`src/rtl/regfile_ff_read.sv`:
```
// Flip-flop register file: 32 words, multiple combinational read ports, and
// multiple write ports where the highest-indexed port wins when ports collide.
module regfile_ff_read #(
  parameter int DATA_WIDTH     = 32,
  parameter int NR_READ_PORTS  = 2,
  parameter int NR_WRITE_PORTS = 2,
  parameter bit ZERO_REG_ZERO  = 1'b0,
  parameter bit WRITE_BYPASS   = 1'b0
) (
  input  logic                                       clk_i,
  input  logic                                       rst_ni,
  input  logic [NR_READ_PORTS-1:0][4:0]              raddr_i,
  output logic [NR_READ_PORTS-1:0][DATA_WIDTH-1:0]   rdata_o,
  input  logic [NR_WRITE_PORTS-1:0][4:0]             waddr_i,
  input  logic [NR_WRITE_PORTS-1:0][DATA_WIDTH-1:0]  wdata_i,
  input  logic [NR_WRITE_PORTS-1:0]                  we_i
);

  logic [NR_WRITE_PORTS-1:0][31:0] wen;
  logic [DATA_WIDTH-1:0]           mem [32];

  // One-hot write decode; word 0 can never be enabled when it is hardwired.
  always_comb begin
    wen = '0;
    for (int p = 0; p < NR_WRITE_PORTS; p++) begin
      for (int w = 0; w < 32; w++) begin
        wen[p][w] = we_i[p] && (waddr_i[p] == w[4:0]) && !(ZERO_REG_ZERO && (w == 0));
      end
    end
  end

  for (genvar w = 0; w < 32; w++) begin : g_word
    if (ZERO_REG_ZERO && (w == 0)) begin : g_zero
      assign mem[w] = '0;
    end else begin : g_store
      logic [DATA_WIDTH-1:0] word_q, word_d;

      // Ascending port scan: the last enabled match is the highest port.
      always_comb begin
        word_d = word_q;
        for (int p = 0; p < NR_WRITE_PORTS; p++) begin
          if (wen[p][w]) word_d = wdata_i[p];
        end
      end

      always_ff @(posedge clk_i or negedge rst_ni) begin
        if (!rst_ni) word_q <= '0;
        else         word_q <= word_d;
      end

      assign mem[w] = word_q;
    end
  end

  // Bypass is held off in reset: a write issued during reset never commits.
  always_comb begin
    rdata_o = '0;
    for (int r = 0; r < NR_READ_PORTS; r++) begin
      rdata_o[r] = mem[raddr_i[r]];
      if (WRITE_BYPASS && rst_ni) begin
        for (int p = 0; p < NR_WRITE_PORTS; p++) begin
          if (wen[p][raddr_i[r]]) rdata_o[r] = wdata_i[p];
        end
      end
    end
  end

endmodule
```
`config.mk`:
```
export PLATFORM = sky130hd
export DESIGN_NAME = regfile_ff_read
export DESIGN_NICKNAME = d
export VERILOG_FILES = /design/src/rtl/regfile_ff_read.sv
export SDC_FILE = /design/constraint.sdc
export NUM_CORES = 2
export LEC_CHECK = 0
export BUFFER_PORTS_ARGS = -buffer_cell sky130_fd_sc_hd__clkbuf_2
export CORE_UTILIZATION = 40
export DETAILED_ROUTE_END_ITERATION = 6
export GPL_TIMING_DRIVEN = 1
export HOLD_SLACK_MARGIN = 0.06
export PLACE_DENSITY = 0.59
export SLEW_MARGIN = 15
export SYNTH_ARGS = -nofsm -noshare
export SYNTH_HDL_FRONTEND = slang
export SYNTH_SLANG_ARGS = --single-unit
```
`constraint.sdc`:
```
create_clock -name clk_i -period 1.98 [get_ports clk_i]
set_input_delay 0.198 -clock clk_i [delete_from_list [all_inputs] [get_ports clk_i]]
set_output_delay 0.198 -clock clk_i [all_outputs]
set_load 0.01 [all_outputs]
```
==> impl_metrics.yaml <==
routing:
  drt_iter0_markers: 6899
  wirelength_mm: 273
  ant_nets: 0
  vias_per_cell: 6.12
  post_drt_wl_per_cell_um: 29.1
  vias: 57400
  first_pass_iters: 6
  drcViolationCount: 0
synthesis:
  netlist_instances: 7010
  synthFlopType: "dfrtp_1"
  synth_nets: 7098
  avgSynthCellArea_um2: 9.26
  synthesis.area_mm2: 0.0649
  ys_async_sr_fraction_pct: 100
  synth_edf_count: 0
  ys_ff_latch: 1024
  ys_seq_area_share_pct: 39.5
  yosys_warnings: 0
  synth_cell_types: 30
sta:
  setup_violations: 64
  finClkSkew_ns: 0
  rsz0062_at_grt: "yes"
  setup_ws_ns: -0.498
  worst_slew_pin_slew_ns: 0.903
  finalCritPeriodShare_pct: 125
  period_needed_ns: 2.48
  slew_violations: 0
  slew_headroom_pct: 39.8
  hold_viol_final: 0
  max_freq_ghz: 0.404
  tns_ns: -21.78
global_routing:
  grtUsageTotal_pct: 32.7
  grt-ovfl-total: 0
  grt_pass1_wl_mm: 394
  grt_max_degree: 108
  grt_pass1_vias: 54700
  antenna_found_initial: 18
setup_path:
  r2r_slack_ns: 0.97
  critPathRequiredTime_ns: 1.78
  crit_family: "buffers and inverters"
  reg2reg_depth: 4
  worstSetupStartpointType: "flip-flop"
  cp_num_buf_inv: 3
  path_cells: "mux2i_1 -> a22o_1 -> nor3_2 -> a31oi_1 -> buf_4 -> nand3_2 -> buf_6 -> buf_6"
  r2r-end: "g_word[0].g_store.word_q[21]$_DFFE_PN0P_"
  worstPathMaxFanout: 3
  cp_slowest_cell: "dfrtp_1"
  arrival_ns: 2.28
  crit_top_cell: "buf_6"
  path_class: "reg -> out"
  worstReg2RegStart: "g_word[0].g_store.word_q[21]$_DFFE_PN0P_"
  crit_path_end_kind: "primary output"
  cp_slowest_stage_delay_ns: 0.41
power_and_ir_drop:
  power_density_mw_per_mm2: 931
  p_leak_nw: 36.1
  ir_drop_mv: 0.773
run:
  max_cap_violations: 0
layout:
  multi_input_area_mm2: 0.0377
  finalInstanceArea_mm2: 0.0784
  fill_cells: 14800
  largest_register_ffs: 1024
  seq_area_mm2: 0.0256
  layout-drive-gt1-share_pct: 15.6
  largest_register: "g_word.g_store.word_q"
  syn_to_final_growth_pct: 20.8
  layout.nets: 7196
  largestRegisters: "g_word.g_store.word_q (1024)"
  final_core_util_pct: 48.8
die:
  start_util_pct: 40.4
  die_w_um: 405
  dieHeight_um: 405
  dieArea_mm2: 0.164
  coreArea_mm2: 0.161
  ioPinCount: 152
  fp-row-count: 147
cts:
  cts_tree: "done"
  cts_buffer_depth: 3
  cts_buffers: 115
  root_buffer: "clkbuf_16"
  clkSinkCount: 1024
  clock_latency_ns: 0.74
  clk_pin_slew_worst_paths_ns: 0.07
  htreeDepth: 3
hold_path:
  hold_start: "wdata_i[37]"
  worstHoldEndpoint: "g_word[8].g_store.word_q[5]$_DFFE_PN0P_"
  hold_depth: 3
  min_path_type: "in -> reg"
place:
  pre_cts_ws_ns: -0.517
  placed_area_mm2: 0.0728
  portBuffers: 151
  dp_hpwl_mm: 170
  gp_congestion: 0.904
status:
  status: "finished, violations left"
  violations: "negative setup slack"
## power breakdown
part	switching (mW)	total (mW)	internal (mW)	leakage [nW]
Combinational	9.84	19.0	9.21	21.8
Clock	9.60	22.5	12.9	1.92
Sequential	4.79	31.4	26.6	12.3
Total	24.2	73.0	48.8	36.1
## placed cells by master (no fill, tap or decap), drive strengths merged, types with 192 or more instances in the layout
| master | n |
|---|---|
| a21oi | 928 |
| a22oi | 192 |
| buf | 612 |
| clkbuf | 284 |
| dfrtp | 1024 |
| mux2i | 2048 |
| nand2 | 514 |
| nand3 | 199 |
| nor2 | 757 |
| o21ai | 288 |
## worst register-to-register path, cell delays in order, from the launching register on
cell     delay [ns]
dfrtp_1        0.40
buf_4          0.14
buf_4          0.12
mux2i_1        0.12
o21ai_0        0.09
## timing repair
action / CTS / global route
hold buffers: 14 / 0
endpoints found under the setup margin: 64 / 64
setup buffers: 10 / 15
pin swaps: 112 / 111
hold endpoints to repair: 1223 / 0
gates resized for setup: 172 / 106
## worst max-delay path by stage
| stage | from | to | slack [ns] | depth (start not counted) |
|---|---|---|---|---|
| after floorplan | raddr_i[1] | rdata_o[21] | 0.18 | 8 |
| after global placement | we_i[0] | g_word[24].g_store.word_q[26]$_DFFE_PN0P_ | -0.46 | 7 |
| after detailed placement | we_i[0] | g_word[24].g_store.word_q[20]$_DFFE_PN0P_ | -0.52 | 7 |
| after CTS | g_word[7].g_store.word_q[24]$_DFFE_PN0P_ | rdata_o[56] | -0.51 | 8 |
| after global routing | g_word[2].g_store.word_q[24]$_DFFE_PN0P_ | rdata_o[56] | -0.59 | 8 |
| final | g_word[7].g_store.word_q[24]$_DFFE_PN0P_ | rdata_o[56] | -0.50 | 8 |
## cells in the mapped netlist, types with 9 or more instances
cell | n | area (µm²)
a21oi_1 | 928 | 4640
nand2b_1 | 9 | 56.3
buf_2 | 217 | 1090
nor2_1 | 755 | 2830
a22oi_1 | 192 | 1440
o21ai_1 | 30 | 150
clkbuf_1 | 484 | 1820
nor3_1 | 67 | 335
dfrtp_1 | 1024 | 25600
a31oi_1 | 64 | 400
nor2b_1 | 11 | 68.8
nand2_1 | 514 | 1930
nand3_1 | 199 | 996
mux2i_1 | 2048 | 20500
a22o_1 | 128 | 1120
buf_1 | 21 | 78.8
o21ai_0 | 258 | 1290
buf_4 | 27 | 203
## per-layer routing
layer  vias to the layer above  global-route usage, %  part of all wire (%)
met5                         -                      0                 0.022
met4                        10                   14.6                   5.0
met3                       722                   7.55                    10
met2                      3028                   50.0                    44
met1                     28400                   44.0                    41
li1                      25200                      -                     -
## metrics by stage
step	hold WS (ns)	power, mW	cells
after global routing	0.124	76.5	9368
after CTS	0.0658	72.4	9350
after floorplan	-0.0976	42.8	7010
after global placement	0.130	48.7	9132
after detailed placement	0.127	49.5	9132
final	0.102	73.0	9372
## cell families after synthesis
family | after synthesis | share of synthesized area [%]
AND/OR/NAND/NOR | 1586 | 10.1
AO/OA/AOI/OAI | 1600 | 13.9
buffers and inverters | 752 | 4.96
flip-flops | 1024 | 39.5
multiplexers | 2048 | 31.6
## area by class of cell
class	instances	area share, %
flip-flops and latches	1024	32.7
well taps	2160	3.45
multi-input cells	5234	48.2
clock buffers	177	4.48
clock inverters	30	0.504
repair buffers	733	10.7
diodes	14	0.0447
Note: power is estimated with default switching activity, not from simulation.
